`src/rtl/cm0_dap_cdc_pkg.sv`:
```
// Shared types and constants for the DAP CDC request/acknowledge receiver.
package cm0_dap_cdc_pkg;

    typedef enum logic [1:0] {
        ST_IDLE     = 2'd0,
        ST_OPEN     = 2'd1,
        ST_CAPT     = 2'd2,
        ST_WAIT_LOW = 2'd3
    } cdc_state_e;

    localparam int SETTLE_CNT_W    = 3;

    localparam int SYNC_STAGES_MIN = 2;
    localparam int SYNC_STAGES_MAX = 4;
    localparam int SETTLE_MIN      = 0;
    localparam int SETTLE_MAX      = 7;

endpackage

```
`src/rtl/cm0_dap_cdc_mask_gate.sv`:
```
// Bank of dedicated AND2 cells masking the asynchronous data bus.
// Each cell must be kept as-is by the implementation flow (don't-touch, resize allowed).
module cm0_dap_cdc_mask_gate
    import cm0_dap_cdc_pkg::*;
#(
    parameter int WIDTH = 32
) (
    input  logic [WIDTH-1:0] data_i,
    input  logic             mask_i,
    output logic [WIDTH-1:0] data_o
);

    for (genvar i = 0; i < WIDTH; i++) begin : g_and2
        and u_and2 (data_o[i], data_i[i], mask_i);
    end

endmodule

```
`src/rtl/cm0_dap_cdc_rx_capture.sv`:
```
// Destination side of the four-phase CDC transfer: synchronise REQ, open the mask, capture, acknowledge.
// Optional feature macro: CM0_DAP_CDC_PROTERR_EN (abort and flag when REQ falls while the mask is open).
module cm0_dap_cdc_rx_capture
    import cm0_dap_cdc_pkg::*;
#(
    parameter int WIDTH       = 32,
    parameter int SYNC_STAGES = 2,
    parameter int SETTLE      = 1,
    parameter int PRESENT     = 1
) (
    input  logic             HCLK,
    input  logic             HRESETn,
    input  logic             REQ_ASYNC,
    input  logic [WIDTH-1:0] DATAIN,
    output logic             ACK,
    output logic             MASKn,
    output logic [WIDTH-1:0] DATAOUT,
    output logic             VALID,
`ifdef CM0_DAP_CDC_PROTERR_EN
    output logic             BUSY,
    output logic             PROTERR
`else
    output logic             BUSY
`endif
);

    logic [WIDTH-1:0] masked;

    if (PRESENT != 0) begin : g_core
        logic [SYNC_STAGES-1:0]  sync_q;
        logic                    req_s;
        cdc_state_e              state_q, state_d;
        logic [SETTLE_CNT_W-1:0] cnt_q, cnt_d;
        logic                    mask_q, mask_d;
        logic                    ack_q, ack_d;
        logic                    valid_q, valid_d;
        logic [WIDTH-1:0]        dataout_q;
        logic                    capture;
`ifdef CM0_DAP_CDC_PROTERR_EN
        logic                    proterr_q, proterr_d;
`endif

        assign req_s = sync_q[SYNC_STAGES-1];

        // The mask gate is the only logic between DATAIN and the capture register.
        cm0_dap_cdc_mask_gate #(
            .WIDTH (WIDTH)
        ) u_mask_gate (
            .data_i (DATAIN),
            .mask_i (mask_q),
            .data_o (masked)
        );

        always_comb begin
            state_d = state_q;
            cnt_d   = cnt_q;
            mask_d  = mask_q;
            ack_d   = ack_q;
            valid_d = 1'b0;
            capture = 1'b0;
`ifdef CM0_DAP_CDC_PROTERR_EN
            proterr_d = 1'b0;
`endif
            unique case (state_q)
                ST_IDLE: begin
                    if (req_s) begin
                        state_d = ST_OPEN;
                        mask_d  = 1'b1;
                        cnt_d   = SETTLE_CNT_W'(SETTLE);
                    end
                end
                ST_OPEN: begin
`ifdef CM0_DAP_CDC_PROTERR_EN
                    if (!req_s) begin
                        state_d   = ST_IDLE;
                        mask_d    = 1'b0;
                        proterr_d = 1'b1;
                    end else if (cnt_q != '0) begin
                        cnt_d = cnt_q - SETTLE_CNT_W'(1);
                    end else begin
                        state_d = ST_CAPT;
                    end
`else
                    if (cnt_q != '0) begin
                        cnt_d = cnt_q - SETTLE_CNT_W'(1);
                    end else begin
                        state_d = ST_CAPT;
                    end
`endif
                end
                ST_CAPT: begin
                    capture = 1'b1;
                    valid_d = 1'b1;
                    ack_d   = 1'b1;
                    mask_d  = 1'b0;
                    state_d = ST_WAIT_LOW;
                end
                ST_WAIT_LOW: begin
                    ack_d = 1'b1;
                    if (!req_s) begin
                        ack_d   = 1'b0;
                        state_d = ST_IDLE;
                    end
                end
                default: state_d = ST_IDLE;
            endcase
        end

        always_ff @(posedge HCLK or negedge HRESETn) begin
            if (!HRESETn) begin
                sync_q    <= '0;
                state_q   <= ST_IDLE;
                cnt_q     <= '0;
                mask_q    <= 1'b0;
                ack_q     <= 1'b0;
                valid_q   <= 1'b0;
                dataout_q <= '0;
`ifdef CM0_DAP_CDC_PROTERR_EN
                proterr_q <= 1'b0;
`endif
            end else begin
                sync_q  <= {sync_q[SYNC_STAGES-2:0], REQ_ASYNC};
                state_q <= state_d;
                cnt_q   <= cnt_d;
                mask_q  <= mask_d;
                ack_q   <= ack_d;
                valid_q <= valid_d;
                if (capture) begin
                    dataout_q <= masked;
                end
`ifdef CM0_DAP_CDC_PROTERR_EN
                proterr_q <= proterr_d;
`endif
            end
        end

        assign ACK     = ack_q;
        assign MASKn   = mask_q;
        assign DATAOUT = dataout_q;
        assign VALID   = valid_q;
        assign BUSY    = (state_q != ST_IDLE);
`ifdef CM0_DAP_CDC_PROTERR_EN
        assign PROTERR = proterr_q;
`endif
    end else begin : g_absent
        logic unused_inputs;

        assign unused_inputs = ^{HCLK, HRESETn, REQ_ASYNC, DATAIN};
        assign masked        = '0;
        assign ACK           = 1'b0;
        assign MASKn         = 1'b0;
        assign DATAOUT       = '0;
        assign VALID         = 1'b0;
        assign BUSY          = 1'b0;
`ifdef CM0_DAP_CDC_PROTERR_EN
        assign PROTERR       = 1'b0;
`endif
    end

endmodule

```
`config.mk`:
```
export PLATFORM = sky130hd
export DESIGN_NAME = cm0_dap_cdc_rx_capture
export DESIGN_NICKNAME = d
export VERILOG_FILES = /design/src/rtl/cm0_dap_cdc_pkg.sv /design/src/rtl/cm0_dap_cdc_mask_gate.sv /design/src/rtl/cm0_dap_cdc_rx_capture.sv
export SDC_FILE = /design/constraint.sdc
export NUM_CORES = 1
export LEC_CHECK = 0
export BUFFER_PORTS_ARGS = -buffer_cell sky130_fd_sc_hd__buf_2
export CAP_MARGIN = 20
export CORE_MARGIN = 8
export CORE_UTILIZATION = 35
export CTS_CLUSTER_SIZE = 14
export DETAILED_ROUTE_END_ITERATION = 10
export GPL_TIMING_DRIVEN = 0
export PLACE_DENSITY = 0.64
export SLEW_MARGIN = 30
export SYNTH_ARGS = -nofsm -noshare
export SYNTH_HDL_FRONTEND = slang
export SYNTH_SLANG_ARGS = --single-unit
```
`constraint.sdc`:
```
create_clock -name HCLK -period 3.5 [get_ports HCLK]
set_input_delay 0.7 -clock HCLK [delete_from_list [all_inputs] [get_ports HCLK]]
set_output_delay 0.7 -clock HCLK [all_outputs]
set_load 0.02 [all_outputs]
```
======== After elaboration in Yosys (flattened, before gate mapping) ========
Cells that the tools add are included.
Widths: inputs -> output; s select.
word-level totals
  output and inout bits ................... 36
  register bits after elaboration ......... 42
operators by class
  reductions and logical operators ........ 9
  bitwise operators ....................... 32
  equality and inequality tests ........... 7
  muxes and demuxes ....................... 12
  add/sub/neg operators ................... 1
operators by type and width
  operator             number
  $and 1x1->1          32
  $ne 2x2->1 const B   4
  $pmux 2 s4           1
  $reduce_bool 2->1    4
  $mux 2               3
  $mux 3               2
  $pmux 3 s2           1
  $reduce_and 3->1     2
  $eq 2x2->1 const B   2
  $pmux 1 s2           2
  $mux 1               3
  $reduce_bool 3->1    1
  $sub 3x1->3 const B  1
  $eq 2x1->1 const B   1
  $logic_not 2->1      1
  $reduce_and 2->1     1

======== Logic depth before layout (Yosys ltp) ========
  word-level depth ........................ 3
  gate-level depth with buffers ........... 7
  gate-level depth less buffers ........... 5

======== Modules after synthesis ========
A second synthesis with hierarchy kept.
unflattened totals
  cells, all modules ...................... 154
  area, all modules ....................... 2004.4 um2
modules (own cells, without submodules)
  module                  area an instance (um2)  instances  sequential area each (um2)  cells an instance
  cm0_dap_cdc_rx_capture  1749.2                  1          1051.0                      119
  cm0_dap_cdc_mask_gate   255.2                   1          0.0                         35

======== Worst setup path after synthesis ========
No wires, ideal clock.
  path kind ............................... register -> output
  start point ............................. register g_core.state_q[0]
  end point ............................... output port BUSY
  path slack .............................. 1.947 ns
  arrival ................................. 0.853 ns
  cell stages (with the launch flop) ...... 4
  data required time ...................... 2.800 ns
  cell sequence ........................... dfrtp_1 -> inv_1 -> ha_1 -> inv_1
between the ends
  longest elaborated chain between the ends .. 1
ends and longest elaborated chain
  element                 line                           RTL
  start, declared         cm0_dap_cdc_rx_capture.sv:32   cdc_state_e state_q, state_d;
  start signal, assigned  cm0_dap_cdc_rx_capture.sv:123  state_q <= state_d;
  $reduce_bool 2->1       cm0_dap_cdc_rx_capture.sv:141  assign BUSY = (state_q != ST_IDLE);
  end, declared           cm0_dap_cdc_rx_capture.sv:23   output logic BUSY
No other way between the ends.

======== Final worst setup path ========
Ends and elaborated chain as after synthesis.

==> out/metrics.yaml <==
yosys:
  async_flop_share_pct: 100
  dominantRegCellSynth: "dfrtp_1"
  synth_top_family_by_area: "compound AO/OA/AOI/OAI gates"
  syn_avg_cell_area_um2: 9.75
  ys_seq_area_share_pct: 58.3
  netlist_instances: 185
  synthMuxAreaShare_pct: 2.29
  synth.distinct_cells: 25
  ys_seq_elements: 42
  synth_xor_area_share_pct: 0
  yosys_warnings: 0
  synthSimpleGateAreaFrac_pct: 11.7
  synth_fp_nets: 227
  synth_adder_area_share_pct: 4.86
  synth_edf_count: 0
  synth_compound_area_share_pct: 13.2
  syn-cell-area_mm2: 0.00180
clock_tree:
  cts_buffers: 5
  ctsResizeCount: 0
  htree_levels: 2
  post_cts_buffers: 0
  clockBufferDepth: 2
  cts_sinks: 42
  cts_tree: "done"
  hold_buffers: 0
  clkLatencyLatePin_ps: 290
  cts_root_buf: "clkbuf_8"
  cts.clk_slew.worst_paths_ps: 80
worst_setup_path:
  rr_worst_depth: 5
  worstPathRequired_ps: 2800
  crit_top_cell: "inv_1"
  rrSetupSlack_ps: 1810
  worstSetupPathType: "flop to output pin"
  worst-path-buf-inv: 3
  cpLargestDelayFamily: "buffers and inverters"
  crit_slowest_cell: "dfrtp_1"
  endpoint_kind: "output pin"
  cp_max_fo: 5
  critical_path.cell_chain: "inv_1 > ha_1 > inv_1 > buf_2"
  rr_endpoint: "g_core.state_q[1]"
  critPathMaxStageDelay_ps: 400
  worstPathArrival_ps: 1350
  start_kind: "flop"
  rr_startpoint: "g_core.state_q[0]"
die:
  pin_count: 71
  start_util_pct: 35.8
  fp.dieH_um: 87.8
  core-area_mm2: 0.00504
  num_rows: 26
  die_w_um: 87.8
  fp.dieArea_mm2: 0.00770
sta:
  fin_skew_ps: 4.68
  setup_viol: 0
  period_needed_ps: 2050
  hold_viol: 0
  fmax_ghz: 0.487
  rsz0062_at_grt: "no"
  tightestPinTransition_ps: 544
  fin_crit_sh_pct: 58.7
  tns_ps: 0
  finalMaxSlewViolations: 0
  max-slew-margin-rel_pct: 63.7
grt:
  grt_pass1_vias: 1502
  grt_max_degree: 43
  grt_usage_pct: 11.5
  overflow: 0
  antenna_found_initial: 0
  grt_first_pass_wirelength_um: 6970
detailed_routing:
  vias: 1447
  ant_nets: 0
  wire_per_inst_um: 12.5
  finalWirelength_um: 4150
  viasPerCell: 4.36
  drc_errors: 0
  first_iter_violations: 40
  dr.pass1.iters: 4
power:
  p_per_area_mw_per_mm2: 951
  leakage_nw: 1.23
  finalPower_mw: 2.21
  peakVddDrop_v: 0.000436
worst_hold_path:
  hold_class: "flop to flop"
  worst_hold_path.num_cells: 0
  holdPathEnd: "g_core.sync_q[1]"
  worstHoldStart: "g_core.sync_q[0]"
final_layout:
  drive_gt1_share_pct: 32.1
  nets: 304
  area_growth_pct: 28.8
  diodes: 0
placed_design:
  place_hpwl_um: 3060
  io_buffers: 70
  gp_congestion: 0.773
job:
  cap_violations: 0
run_status:
  outcome: "completed"
placed cells by master, fill, tap and decap left out, types with 4 or more instances in the layout:
| cell | count |
|---|---|
| buf_2 | 73 |
| dfrtp_1 | 42 |
| inv_1 | 38 |
| nand2_1 | 33 |
| o21ai_1 | 31 |
| ha_1 | 7 |
| clkbuf_8 | 5 |
| nor2_1 | 4 |
final cells by class:
cell class / count / area (um^2)
sequential: 42 / 1050
buffer: 7 / 31.3
tap: 70 / 87.6
clock inverter: 2 / 10.0
fill: 509 / 2720
multi-input combinational: 98 / 578
clock buffer: 5 / 68.8
timing repair buffer: 70 / 353
inverter: 38 / 143
power breakdown:
group	internal [mW]	switching, mW
Sequential	0.710	0.117
Combinational	0.387	0.699
Clock	0.134	0.160
Total	1.23	0.976
cells by family (layout without fill, tap and decap cells):
family          after synthesis  in the layout
simple gates                 46             46
buf+inv                      45            122
flops                        42             42
compound gates               41             41
fa+ha+maj                     7              7
mux                           4              4
state kept, by name, summed over array words and instances, names as in the netlist:
name,cells
g_core.cnt_q,3
DATAOUT,32
VALID,1
g_core.state_q,2
MASKn,1
ACK,1
g_core.sync_q,2
metrics by stage:
step           std cells  setup slack [ps]  hold slack [ps]  util [%]  instance area (um^2)
5_1_grt              332              1340              370      46.1                  2320
3_5_place_dp         325              1760              345      44.5                  2240
3_3_place_gp         325              1780              333      44.4                  2240
2_1_floorplan        185              1950              331         -                  1800
6_report             332              1450              364      46.1                  2320
4_1_cts              332              1430              365      46.1                  2320
how the worst max path moves through the flow:
stage | slack (ps) | depth (start not counted) | start | to
after global placement | 1780 | 4 | g_core.state_q[0] | BUSY
after detailed placement | 1760 | 4 | g_core.state_q[0] | BUSY
after floorplan | 1950 | 3 | g_core.state_q[0] | BUSY
after global routing | 1340 | 4 | g_core.state_q[0] | BUSY
after CTS | 1430 | 4 | g_core.state_q[0] | BUSY
final | 1450 | 4 | g_core.state_q[0] | BUSY
synth_stat cells (all sizes together) (3+ instances only):
cell type	number	share of area, %
buf	4	1.1
clkbuf	3	0.62
dfrtp	42	58
ha	7	4.9
inv	38	7.9
mux2i	3	1.7
nand2	33	6.9
nor2	4	0.83
nor2b	4	1.5
o21ai	34	9.4
metal layers:
layer / vias up / global-route usage (%) / routed length [um]
li1: 730 / - / -
met5: - / 0 / 0
met2: 55 / 16.8 / 1760
met1: 656 / 14.5 / 1920
met4: 0 / 3.75 / 57
met3: 6 / 5.63 / 413
Note: power is estimated with default switching activity, not from simulation.
